[src/rtl/inst_fetch_queue.sv]
// inst_fetch_queue
//   Instruction fetch front end. Walks the PC, requests words from the
//   instruction cache, and statically predicts JAL targets. Fetched words are
//   stored in a first-word-fall-through queue that feeds the decoder. A
//   redirect from the branch/commit unit flushes the queue and any in-flight
//   fetch.
//
// Ports
//   clk, rst        clock; synchronous active-high reset
//   rdy             global ready, all state freezes while low
//   ic_req/ic_addr  level fetch request and word-aligned address to the cache
//   ic_ready/ic_inst cache response strobe and returned instruction word
//   br_valid/br_target redirect strobe and redirect PC
//   iq_valid/iq_inst/iq_pc/iq_pred_taken  queue head presented to the decoder
//   iq_pop          decoder consumes the head this cycle
module inst_fetch_queue #(
  parameter int          DEPTH    = 8,
  parameter logic [31:0] RESET_PC = 32'h0
) (
  input  logic        clk,
  input  logic        rst,
  input  logic        rdy,
  output logic        ic_req,
  output logic [31:0] ic_addr,
  input  logic        ic_ready,
  input  logic [31:0] ic_inst,
  input  logic        br_valid,
  input  logic [31:0] br_target,
  output logic        iq_valid,
  output logic [31:0] iq_inst,
  output logic [31:0] iq_pc,
  output logic        iq_pred_taken,
  input  logic        iq_pop
);

  localparam int PW = $clog2(DEPTH);
  localparam int CW = PW + 1;

  typedef enum logic {
    FETCH = 1'b0,
    FLUSH = 1'b1
  } state_t;

  state_t          state_q, state_d;
  logic [31:0]     pc_q, pc_d;
  logic [PW-1:0]   head_q, head_d;
  logic [PW-1:0]   tail_q, tail_d;
  logic [CW-1:0]   count_q, count_d;
  logic [31:0]     inst_mem_q [DEPTH];
  logic [31:0]     inst_mem_d [DEPTH];
  logic [31:0]     pc_mem_q   [DEPTH];
  logic [31:0]     pc_mem_d   [DEPTH];
  logic            pred_mem_q [DEPTH];
  logic            pred_mem_d [DEPTH];

  logic            push;
  logic            pop;
  logic            is_jal;
  logic [31:0]     j_imm;

  // The request uses the registered count, so a pop on a full queue only
  // re-opens fetching on the following cycle.
  assign ic_req   = (state_q == FETCH) && (count_q != CW'(DEPTH));
  assign ic_addr  = pc_q;
  assign iq_valid = (count_q != '0);

  // Head fields read as zero when nothing is queued so stale entries never
  // leak onto the decoder interface.
  assign iq_inst       = iq_valid ? inst_mem_q[head_q] : 32'h0;
  assign iq_pc         = iq_valid ? pc_mem_q[head_q]   : 32'h0;
  assign iq_pred_taken = iq_valid ? pred_mem_q[head_q] : 1'b0;

  assign is_jal = (ic_inst[6:0] == 7'b1101111);
  assign j_imm  = {{11{ic_inst[31]}}, ic_inst[31], ic_inst[19:12], ic_inst[20],
                   ic_inst[30:21], 1'b0};

  // A redirect outranks both the cache response and the decoder pop.
  assign push = rdy && !br_valid && ic_req && ic_ready;
  assign pop  = rdy && !br_valid && iq_pop && iq_valid;

  always_comb begin
    state_d    = state_q;
    pc_d       = pc_q;
    head_d     = head_q;
    tail_d     = tail_q;
    count_d    = count_q;
    inst_mem_d = inst_mem_q;
    pc_mem_d   = pc_mem_q;
    pred_mem_d = pred_mem_q;

    if (rdy) begin
      if (br_valid) begin
        state_d = FLUSH;
        pc_d    = {br_target[31:2], 2'b00};
        head_d  = '0;
        tail_d  = '0;
        count_d = '0;
      end else begin
        state_d = FETCH;
        if (push) begin
          inst_mem_d[tail_q] = ic_inst;
          pc_mem_d[tail_q]   = pc_q;
          pred_mem_d[tail_q] = is_jal;
          tail_d             = tail_q + PW'(1);
          pc_d               = is_jal ? (pc_q + j_imm) : (pc_q + 32'd4);
        end
        if (pop) begin
          head_d = head_q + PW'(1);
        end
        case ({push, pop})
          2'b10:   count_d = count_q + CW'(1);
          2'b01:   count_d = count_q - CW'(1);
          default: count_d = count_q;
        endcase
      end
    end
  end

  always_ff @(posedge clk) begin
    if (rst) begin
      state_q <= FETCH;
      pc_q    <= RESET_PC;
      head_q  <= '0;
      tail_q  <= '0;
      count_q <= '0;
    end else begin
      state_q <= state_d;
      pc_q    <= pc_d;
      head_q  <= head_d;
      tail_q  <= tail_d;
      count_q <= count_d;
    end
  end

  // Entry storage needs no reset: the head fields are masked while empty.
  always_ff @(posedge clk) begin
    inst_mem_q <= inst_mem_d;
    pc_mem_q   <= pc_mem_d;
    pred_mem_q <= pred_mem_d;
  end

endmodule
[config.mk]
export PLATFORM = sky130hd
export DESIGN_NAME = inst_fetch_queue
export DESIGN_NICKNAME = d
export VERILOG_FILES = /design/src/rtl/inst_fetch_queue.sv
export SDC_FILE = /design/constraint.sdc
export NUM_CORES = 1
export LEC_CHECK = 0
export BUFFER_PORTS_ARGS = -buffer_cell sky130_fd_sc_hd__buf_4
export CAP_MARGIN = 20
export CORE_UTILIZATION = 30
export DETAILED_ROUTE_END_ITERATION = 7
export HOLD_SLACK_MARGIN = 0.15
export PLACE_DENSITY = 0.51
export SYNTH_ARGS = -nofsm -noshare
export SYNTH_HDL_FRONTEND = slang
export SYNTH_SLANG_ARGS = --single-unit
[constraint.sdc]
create_clock -name clk -period 12.4 [get_ports clk]
set_clock_uncertainty 0.1 [all_clocks]
set_input_delay 2.48 -clock clk [delete_from_list [all_inputs] [get_ports clk]]
set_output_delay 2.48 -clock clk [all_outputs]
set_load 0.05 [all_outputs]
# [Yosys cells after proc, flatten, opt, wreduce, memory -nomap -nowiden]
# Index checks and enable logic that the tools add are counted.
# W data, S select, Z words.
[word_totals] regBits=563 latch_bits=0 mem_bits_rw=0 mem_bits_ro=0 inputBits=70 output_inout_bits=99 wordCells=91 n_memories=0
[op_classes] n_addsub=6 multipliers=0 div=0 n_lt_le_gt_ge=3 eq_ne=4 shifts=0 n_mux=29 bitwise=4 n_reduce_logical=16
[ops] cell="$bwmux W256" count=2
[ops] cell="$mux W32" count=10
[ops] cell="$bmux W32 S3" count=2
[ops] cell="$demux W32 S3" count=1
[ops] cell="$add A32 B3 Y32 const B" count=1
[ops] cell="$add A32 B32 Y32" count=1
[ops] cell="$mux W3" count=4
[ops] cell="$bwmux W8" count=1
[ops] cell="$ge A4 B4 Y1 const B" count=2
[ops] cell="$not A3 Y4" count=2
[ops] cell="$pmux W4 S2" count=1
[ops] cell="$eq A7 B7 Y1 const B" count=1
[ops] cell="$logic_and A1 B1 Y1" count=7
[ops] cell="$add A3 B1 Y3 const B" count=2
[ops] cell="$reduce_and A2 Y1" count=3
[ops] cell="$mux W1" count=5
[ops] cell="$add A4 B1 Y4 const B" count=1
[ops] cell="$lt A4 B1 Y1 const B" count=1
[ops] cell="$mux W4" count=1
[ops] cell="$ne A4 B4 Y1 const B" count=1
[ops] cell="$reduce_bool A2 Y1" count=2
[ops] cell="$reduce_bool A4 Y1" count=1
[ops] cell="$sub A4 B1 Y4 const B" count=1
[ops] cell="$bmux W1 S3" count=1
[ops] cell="other kinds (7)" count=8

# [Logic depth before layout (Yosys ltp)]
# Gate-level depths: netlist of the first run.
[logic_depth] depth_word=7 mapped_depth=13 mapped_depth_nobuf=12

# [Worst setup path after synthesis of the first run]
# OpenSTA, ideal clock, no wires.
[synth_path] path_kind="input-to-reg" start="in ic_ready" end="reg inst_mem_q[224] (netlist name) (enable)" setup_time_ns=0.644 arrival_time_ns=9.305 required_time_ns=11.656 setup_slack_ns=2.351 cell_stages=6 cell_sequence="and2_1 -> buf_2 -> o21a_1 -> nand2_1 -> buf_2 -> nor4_1"
[synth_between] elab_chain_cells=2
[synth_rtl] element="from (decl)" line_no="25" rtl="input logic ic_ready,"
[synth_rtl] element="$logic_and A1 B1 Y1" line_no="78" rtl="assign push = rdy && !br_valid && ic_req && ic_ready;"
[synth_rtl] element="$reduce_and A3 Y1 (no source line)"
[synth_rtl] element="to (signal assigned)" line_no="137" rtl="inst_mem_q <= inst_mem_d;"
[synth_rtl] element="to (decl)" line_no="49" rtl="logic [31:0] inst_mem_q [DEPTH];"
# No other way between the ends.
# A chain may end at the register's enable or synchronous reset.

# [Final worst setup path of the first run]
[layout_path] start="reg head_q[1]" end="out iq_pc[19]"
[layout_between] elab_chain_cells=5
[layout_rtl] element="from (decl)" line_no="46" rtl="logic [PW-1:0] head_q, head_d;"
[layout_rtl] element="from (signal assigned)" line_no="123" rtl="head_q <= '0;"
[layout_rtl] element="from (signal assigned)" line_no="129" rtl="head_q <= head_d;"
[layout_rtl] element="$not A3 Y4 (implied by the code)" line_no="70" rtl="assign iq_pc = iq_valid ? pc_mem_q[head_q] : 32'h0;"
[layout_rtl] element="$bmux W32 S3" line_no="70"
[layout_rtl] element="$mux W32 (implied by the code) (2 in a row)" line_no="70"
[layout_rtl] element="$mux W32" line_no="70"
[layout_rtl] element="to (decl)" line_no="31" rtl="output logic [31:0] iq_pc,"
# No other way between the ends. The select of a mux whose other input is x is not followed.

==> results of run 1 <==
registers in the layout, summed over array words and instances, names as in the netlist:
| register | cells |
|---|---|
| inst_mem_q | 256 |
| pc_mem_q | 248 |
| ic_addr | 31 |
| pred_mem_q | 8 |
| count_q | 4 |
| head_q | 3 |
| tail_q | 3 |
| state_q | 1 |
cells by family (layout without fill, tap and decap cells):
kind of cell,count (synthesis),count (layout),synth area share (%)
DFF,554,554,68.3
and+or+nand+nor,308,308,6.05
AOI/OAI and AO/OA,204,204,5.74
muxes,194,194,14.9
buffers and inverters,94,340,1.61
xor gates and xnor gates,40,40,1.47
adders and majority gates,36,36,1.93
other,1,2,0.0158
worst max-delay path by stage:
| stage | slack [ns] | to | depth (start not counted) |
|---|---|---|---|
| 3_3_place_gp | 6.27 | iq_inst[24] | 6 |
| 5_1_grt | 6.49 | iq_pc[24] | 5 |
| 3_5_place_dp | 6.28 | iq_inst[24] | 6 |
| 2_1_floorplan | 2.35 | inst_mem_q[224] | 6 |
| 6_report | 6.62 | iq_pc[19] | 5 |
| 4_1_cts | 5.59 | iq_inst[24] | 6 |
cell usage in the layout, fill, tap and decap left out, types with 35 or more instances in the layout:
master,n
edfxtp_1,512
buf_4,207
nor2_1,159
mux4_2,128
mux2i_1,66
a21oi_1,64
clkbuf_16,60
nand2_1,47
dfxtp_1,39
ha_1,35
routing by layer:
| layer | vias to the layer above | global-route usage, % | share of wire (%) |
|---|---|---|---|
| met5 | - | 0 | 0.021 |
| li1 | 6118 | - | - |
| met2 | 344 | 25.1 | 48 |
| met3 | 74 | 2.74 | 5.2 |
| met4 | 2 | 3.86 | 1.8 |
| met1 | 7004 | 21.6 | 45 |
stage by stage:
| stage | utilization (%) | setup slack (ns) | hold WS (ns) | power (uW) |
|---|---|---|---|---|
| 6_report | 36.5 | 6.62 | 0.359 | 4190 |
| 5_1_grt | 36.5 | 6.49 | 0.407 | 4330 |
| 4_1_cts | 36.4 | 5.59 | 0.362 | 4240 |
| 3_5_place_dp | 33.9 | 6.28 | 0.352 | 2450 |
| 3_3_place_gp | 33.9 | 6.27 | 0.346 | 2440 |
| 2_1_floorplan | - | 2.35 | 0.336 | 2330 |
cells in the mapped netlist (7+ instances only):
| cell | n | area [um2] |
|---|---|---|
| a211oi_1 | 17 | 128 |
| a21o_1 | 17 | 128 |
| a21oi_1 | 64 | 320 |
| a31oi_1 | 10 | 62.6 |
| and3_1 | 10 | 62.6 |
| buf_1 | 7 | 26.3 |
| buf_2 | 18 | 90.1 |
| clkbuf_1 | 48 | 180 |
| dfxtp_1 | 42 | 841 |
| edfxtp_1 | 512 | 15400 |
| ha_1 | 35 | 438 |
| inv_1 | 19 | 71.3 |
| mux2i_1 | 66 | 661 |
| mux4_2 | 128 | 2880 |
| nand2_1 | 47 | 176 |
| nand2b_1 | 8 | 50.1 |
| nand3_1 | 19 | 95.1 |
| nand4_1 | 12 | 75.1 |
| nor2_1 | 161 | 604 |
| nor3_1 | 14 | 70.1 |
| o21ai_0 | 32 | 160 |
| xnor2_1 | 27 | 236 |
| xor2_1 | 13 | 114 |
cell type report:
class | count | area [um2] | area share, %
sequential | 554 | 16200 | 57.1
multi-input combinational | 784 | 7210 | 25.4
timing repair buffer | 209 | 1610 | 5.66
clock buffer | 70 | 1550 | 5.45
tap | 1040 | 1300 | 4.58
clock inverter | 42 | 434 | 1.53
inverter | 19 | 71.3 | 0.251
power by group through the flow:
stage / Clock (uW) / Sequential [uW] / Combinational, uW
after CTS: 1830 / 2100 / 311
after floorplan: 0 / 2160 / 165
after global placement: 0 / 2140 / 307
after global routing: 1900 / 2100 / 334
after detailed placement: 0 / 2140 / 309
final: 1780 / 2100 / 308
worst register-to-register path, stage by stage (launching register included):
cell and delay [ns]:
dfxtp_1 0.48, nor3_1 0.09, a21oi_1 0.37, and2_1 0.52, o21a_1 0.19, nand2_1 0.38
nor3_2 0.34, buf_4 0.83
==> flow_summary.ini, run 1 <==
[setup_path]
worst_path_max_delay_cell = buf_4
reg2reg_depth = 7
critPathLaunchType = flip-flop
endpoint_kind = output port
rr_endpoint = pc_mem_q[167]
cp_max_fo = 51
rr_startpoint = count_q[1]
cp_data_required_time_ns = 9.82
crit_arrival_ns = 3.20
path_common_cell = buf_4
crit_family = buffers and inverters
path_cells = buf_4, mux4_2, mux2i_1, nor2_1, buf_4
slowest_delay_ns = 0.75
critical_path_class = flip-flop to output port
startpoint = head_q[1]
worst-path-buf-inv = 2
r2r_setup_slack_ns = 8.66

[timing]
final_hold_viol_count = 0
tns_ns = 0
finalCritPeriodShare_pct = 46.6
rsz0062_at_grt = no
final-setup-viol-count = 0
period_needed_ns = 5.78
relSlewSlack_pct = 24.2
slew_viol_final = 0
worstMarginPinSlew_ns = 1.14
fmax_mhz = 173

[placement]
io_buffers = 164
dp_hpwl_um = 38500
place_inst = 2604
place_congestion = 0.851
placed_cell_area_um2 = 26400

[drt]
via_count = 13500
routedWlPerCell_um = 23.1
drcViolationCount = 0
ant_nets = 0
via_per_inst = 4.98
drt-total-wl_um = 62800
drt_iter0_drc = 1110
drt-pass1-iter-count = 5

[final_layout]
syn_to_final_growth_pct = 19.6
diodes = 0
num-fill-cells = 7396
drive_gt1_share_pct = 27.2
stdcell_count = 2718
layout.nets = 1733
postLayoutCellArea_um2 = 28400

[power]
p_per_area_nw_per_um2 = 148
p_seq_share_pct = 50.1
p_comb_share_pct = 7.4
intPower_uw = 3220
leakage_uw = 0.00937
switchingPower_uw = 967
swShare_pct = 23.1
irDropWorstVdd_v = 0.000106
pwr-share-clk_pct = 42.5

[run]
cap_viol_max_count = 0

[clock_network]
root_buffer = clkbuf_16
clk_pin_slew_worst_paths_ns = 0.07
cts_sinks = 554
cts_setup_buffers = 0
hold_buffers = 0
insertion_delay_ns = 0.64
cts_buffer_depth = 3
htree_levels = 2
numCtsBuffers = 59
cts_resized = 0
cts_tree = done

[worst_hold_path]
worstHoldStart = state_q
hold_end = state_q
whs_path_depth = 2
hp-class = flip-flop to flip-flop

[die]
die_h_um = 283
fp-row-count = 102
coreArea_um2 = 77800
die_x_um = 283
ios = 169
die_area_um2 = 80300
start_util_pct = 30.5

[grt]
grt_first_pass_wirelength_um = 92900
antenna_found_initial = 2
grt_usage_pct = 15.5
grt_overflow = 0
grt_pass1_vias = 14000
grt_max_degree = 55

[yosys]
synth_edf_count = 512
avgSynthCellArea_um2 = 16.6
ys_types = 69
yosys_warnings = 0
yosys_most_used_dff = edfxtp_1
ys_seq_elements = 554
synth-async-reset-ratio_pct = 0
syn_inst = 1431
yosysSeqAreaShare_pct = 68.3
syn_area_um2 = 23800

[outcome]
status = finished, final reports clean
Note: power is estimated with default switching activity, not from simulation.
==> inputs of run 2 (changes only) <==
clock period = 5.6 ns   (was 12.4 ns; I/O delays follow)
==> run 2 against run 1 <==
  * Largest cell class unchanged
  * Final cell count fell by 0.33%
  * Total power rose by 110%
  * Non-clock buffer count fell by 5
  * Critical path type unchanged
  * Combinational power rose by 110%
  * Register-to-register slack got worse by 6.8 ns
==> flow_summary.ini, run 2 (synthesis gave the netlist of run 1 again) <==
[final_layout]
drive_gt1_share_pct = 26.6
largest_reg_flops = 256
layout_commonest_cell = edfxtp_1
mostFrequentLayoutCells = 512 x edfxtp_1, 199 x buf_4, 159 x nor2_1, 128 x mux4_2, 66 x mux2i_1
largest-register = inst_mem_q
layout.nets = 1727
syn_to_final_growth_pct = 18.9
postLayoutCellArea_um2 = 28200
diodes = 0

[die]
ios = 169
die_area_um2 = 80300
die_h_um = 283
die_x_um = 283
fp-row-count = 102
start_util_pct = 30.5
coreArea_um2 = 77800

[power]
leakage_uw = 0.00925
irDropWorstVdd_v = 0.000282
p_per_area_nw_per_um2 = 319

[clock_network]
clk_pin_slew_worst_paths_ns = 0.07
cts_resized = 0
insertion_delay_ns = 0.62
cts_setup_buffers = 0
htree_levels = 2
cts_tree = done
cts_buffer_depth = 3
numCtsBuffers = 58
root_buffer = clkbuf_16
cts_sinks = 554
hold_buffers = 0

[drt]
via_per_inst = 4.96
drt_iter0_drc = 911
ant_nets = 0
via_count = 13400
drt-pass1-iter-count = 5
drcViolationCount = 0
drt-total-wl_um = 62000
routedWlPerCell_um = 22.9

[setup_path]
path_cells = buf_12, mux4_2, mux2i_1, nor2_1, buf_4
cp_data_required_time_ns = 4.38
rr_startpoint = count_q[0]
worst_path_max_delay_cell = dfxtp_4
cp_max_fo = 62
endpoint_kind = output port
slowest_delay_ns = 0.67
cp-endpoint = iq_inst[17]
crit_family = multiplexers
crit_arrival_ns = 3.03
reg2reg_depth = 8
rr_endpoint = pc_mem_q[183]
critPathLaunchType = flip-flop
critical_path_class = flip-flop to output port
r2r_setup_slack_ns = 1.84
cp.depth = 5
worst-path-buf-inv = 2
startpoint = head_q[0]

[grt]
grt_pass1_vias = 14000
grt_usage_pct = 15.2
antenna_found_initial = 2
grt_first_pass_wirelength_um = 91400
grt_overflow = 0
grt_max_degree = 65

[timing]
finalWorstSetupSlack_ns = 1.35
relSlewSlack_pct = 28.1
period_needed_ns = 4.25
fin_hold_ws_ns = 0.365
tns_ns = 0
final-setup-viol-count = 0
finalCritPeriodShare_pct = 75.9
final_hold_viol_count = 0
slew_viol_final = 0
fmax_mhz = 235
worstMarginPinSlew_ns = 1.08
rsz0062_at_grt = no

[placement]
pre_cts_ws_ns = 1.31
placed_cell_area_um2 = 26400
place_congestion = 0.840
io_buffers = 164
dp_hpwl_um = 39000

[outcome]
status = finished, final reports clean

[worst_hold_path]
hp-class = flip-flop to flip-flop

[run]
cap_viol_max_count = 0
## run 2: cell count changes in the layout (fill, tap and decap cells not counted), sizes merged
cell      delta
clkinv       +1
clkinvlp     +1
buf          -5
clkbuf       -1
bufinv       -4
inv          -1
## run 2: worst min path at each step
stage | to | slack (ns) | depth (start not counted) | startpoint
final | state_q | 0.37 | 2 | state_q
after global routing | state_q | 0.39 | 2 | state_q
after CTS | state_q | 0.37 | 2 | state_q
after detailed placement | state_q | 0.36 | 2 | state_q
after global placement | state_q | 0.35 | 2 | state_q
after floorplan | state_q | 0.34 | 2 | state_q
## run 2: cell type report
type	instances	area (um2)
clock buffer	69	1510
clock inverter	39	289
fill	7405	49600
inverter	19	71.3
multi-input combinational	784	7240
sequential	554	16200
tap	1040	1300
timing repair buffer	204	1590
## run 2: tightest hold or removal path, delay by kind of cell, from the launching register on
kind	cells	cell delay, ns
AOI/OAI and AO/OA	1	0.05
and+or+nand+nor	1	0.05
DFF	1	0.31
## run 2: power by group
part | internal, uW | switching [uW] | leakage [uW] | total [uW]
Sequential | 4590 | 77.1 | 0.00499 | 4670
Combinational | 233 | 426 | 0.00338 | 659
Clock | 2070 | 1610 | 0.000883 | 3670
## run 2: metal layers
metal | vias to the layer above | wire length (um) | GRT usage, %
met5 | - | 21 | 0
met4 | 4 | 1010 | 3.24
met3 | 77 | 3390 | 3.14
met2 | 321 | 29800 | 25.3
met1 | 6942 | 27800 | 20.5
li1 | 6094 | - | -
## run 2: through the flow
step	util (%)	instances	total power, uW
floorplan	-	1432	5150
global route	36.3	2709	9310
detailed placement	34.0	2601	5420
global placement	34.0	2601	5410
CTS	36.3	2709	9110
finish	36.3	2709	9000
==> inputs of run 3 (changes only) <==
PLACE_DENSITY = 0.53   (was 0.51)
clock period = 3.5 ns   (was 5.6 ns; I/O delays follow)
==> run 3 against run 2 <==
  * Total power rose by 62%
  * Largest power group unchanged
  * Critical path depth grew 1
  * Routed wire length up 1.3%
  * Global-route usage rose by 0.25 points
  * Via count is 2.2% higher
==> flow_summary.ini, run 3 (synthesis gave the netlist of run 1 again) <==
[timing]
final_hold_viol_count = 0
period_needed_ns = 3.42
finalWorstSetupSlack_ns = 0.0800
final-setup-viol-count = 0
slew_viol_final = 0
rsz0062_at_grt = yes
fmax_mhz = 292
worstMarginPinSlew_ns = 0.580
relSlewSlack_pct = 61.3
fin_hold_ws_ns = 0.217
finalCritPeriodShare_pct = 97.7

[setup_path]
cp_max_fo = 22
critical_path_class = flip-flop to output port
crit_arrival_ns = 2.62
critPathLaunchType = flip-flop
reg2reg_depth = 12
rr_endpoint = ic_addr[23]
rr_startpoint = ic_addr[1]
worst_path_max_delay_cell = mux4_2
cp_data_required_time_ns = 2.70
endpoint_kind = output port
path_cells = buf_16, buf_12, mux4_2, mux2i_2, nor2_1, buf_4
slowest_delay_ns = 0.52
r2r_setup_slack_ns = 0.53

[die]
fp-row-count = 102
coreArea_um2 = 77800
die_area_um2 = 80300
die_x_um = 283
die_h_um = 283
ios = 169
start_util_pct = 30.5

[run]
cap_viol_max_count = 0

[worst_hold_path]
whs_path_depth = 1
worstHoldStart = ic_inst[9]
hold_end = inst_mem_q[169]
hp-class = primary input to flip-flop

[final_layout]
postLayoutCellArea_um2 = 28800
layout_commonest_cell = edfxtp_1
diodes = 0
layout.nets = 1754
largest_reg_flops = 256
drive_gt1_share_pct = 28.8
syn_to_final_growth_pct = 21.2
mostFrequentLayoutCells = 512 x edfxtp_1, 210 x buf_4, 158 x nor2_1, 128 x mux4_2, 63 x a21oi_1
largest-register = inst_mem_q

[clock_network]
cts_tree = done
clk_pin_slew_worst_paths_ns = 0.06
numCtsBuffers = 58
htree_levels = 2
root_buffer = clkbuf_16
cts_setup_buffers = 0
insertion_delay_ns = 0.62
cts_buffer_depth = 3
cts_sinks = 554
hold_buffers = 0

[grt]
grt_max_degree = 71
antenna_found_initial = 2
grt_overflow = 0
grt_usage_pct = 15.5
grt_first_pass_wirelength_um = 92900
grt_pass1_vias = 14100

[power]
p_seq_share_pct = 50.6
p_comb_share_pct = 8.0
pwr-share-clk_pct = 41.4
swShare_pct = 23.2
intPower_uw = 11200
switchingPower_uw = 3390
p_per_area_nw_per_um2 = 508
irDropWorstVdd_v = 0.000366
leakage_uw = 0.00951
p_total_uw = 14600

[drt]
drcViolationCount = 0
routedWlPerCell_um = 23.0
via_count = 13700
via_per_inst = 5.02
drt_iter0_drc = 1007
drt-pass1-iter-count = 5
drt-total-wl_um = 62800
ant_nets = 0

[placement]
placed_cell_area_um2 = 26900
place_congestion = 0.868
pre_cts_ws_ns = 0.0289
dp_hpwl_um = 38400
io_buffers = 164

[outcome]
status = finished, final reports clean
[run 3: cell count changes in the layout (fill, tap and decap cells not counted), moves of 3 or more]
cell      delta
clkbuf_1     +3
mux2i_1      -7
clkbuf_8     +4
buf_4       +11
mux2i_2      +6
clkinv_1     -5
buf_12      +11
nor3_4       +3
buf_16       +3
[run 3: how the worst max path moves through the flow]
stage / startpoint / to / depth (start not counted)
floorplan: count_q[1] / inst_mem_q[224] / 9
global placement: ic_inst[21] / ic_addr[31] / 13
detailed placement: ic_inst[21] / ic_addr[31] / 13
CTS: head_q[0] / iq_inst[7] / 6
global route: head_q[0] / iq_pc[28] / 6
finish: head_q[0] / iq_pc[29] / 6
[run 3: layout make-up]
class | count | area, um2
Multi-Input combinational cell | 784 | 7320
Timing Repair Buffer | 231 | 2000
Inverter | 19 | 71.3
Tap cell | 1040 | 1300
Fill cell | 7367 | 49100
Clock buffer | 76 | 1580
Sequential cell | 554 | 16200
Clock inverter | 33 | 293
[run 3: per-layer routing]
metal	part of all wire [%]	GRT usage [%]
met1	45	21.6
met5	0.037	0
met4	2.3	3.97
met3	5.3	2.89
met2	47	24.8
[run 3: worst max-delay path: cells and delay by family (launching register included)]
family        cells  cell delay (ns)
mux               2             0.77
buf+inv           3             0.66
flops             1             0.47
simple gates      1             0.08
[run 3: what timing repair did]
item / 4_1_cts / 5_1_grt
setup endpoints to repair: 3 / 14
pin swaps: 0 / 0
resized for setup: 6 / 7
cloned: 0 / 0
endpoints found under the hold margin: 0 / 0
[run 3: per-stage QoR]
stage                     setup TNS, ns  instances  utilization (%)
after floorplan                 -114.70       1432                -
after global placement         -0.00804       2628             34.5
after detailed placement              0       2628             34.5
after CTS                             0       2737             37.0
after global routing             -0.162       2737             37.0
final                                 0       2737             37.0
[run 3: power by group through the flow]
stage / clock [uW] / combinational [uW] / sequential [uW]
floorplan: 0 / 596 / 7650
detailed placement: 0 / 1170 / 7540
finish: 6050 / 1170 / 7400
CTS: 6210 / 1180 / 7400
global placement: 0 / 1160 / 7530
global route: 6440 / 1270 / 7410
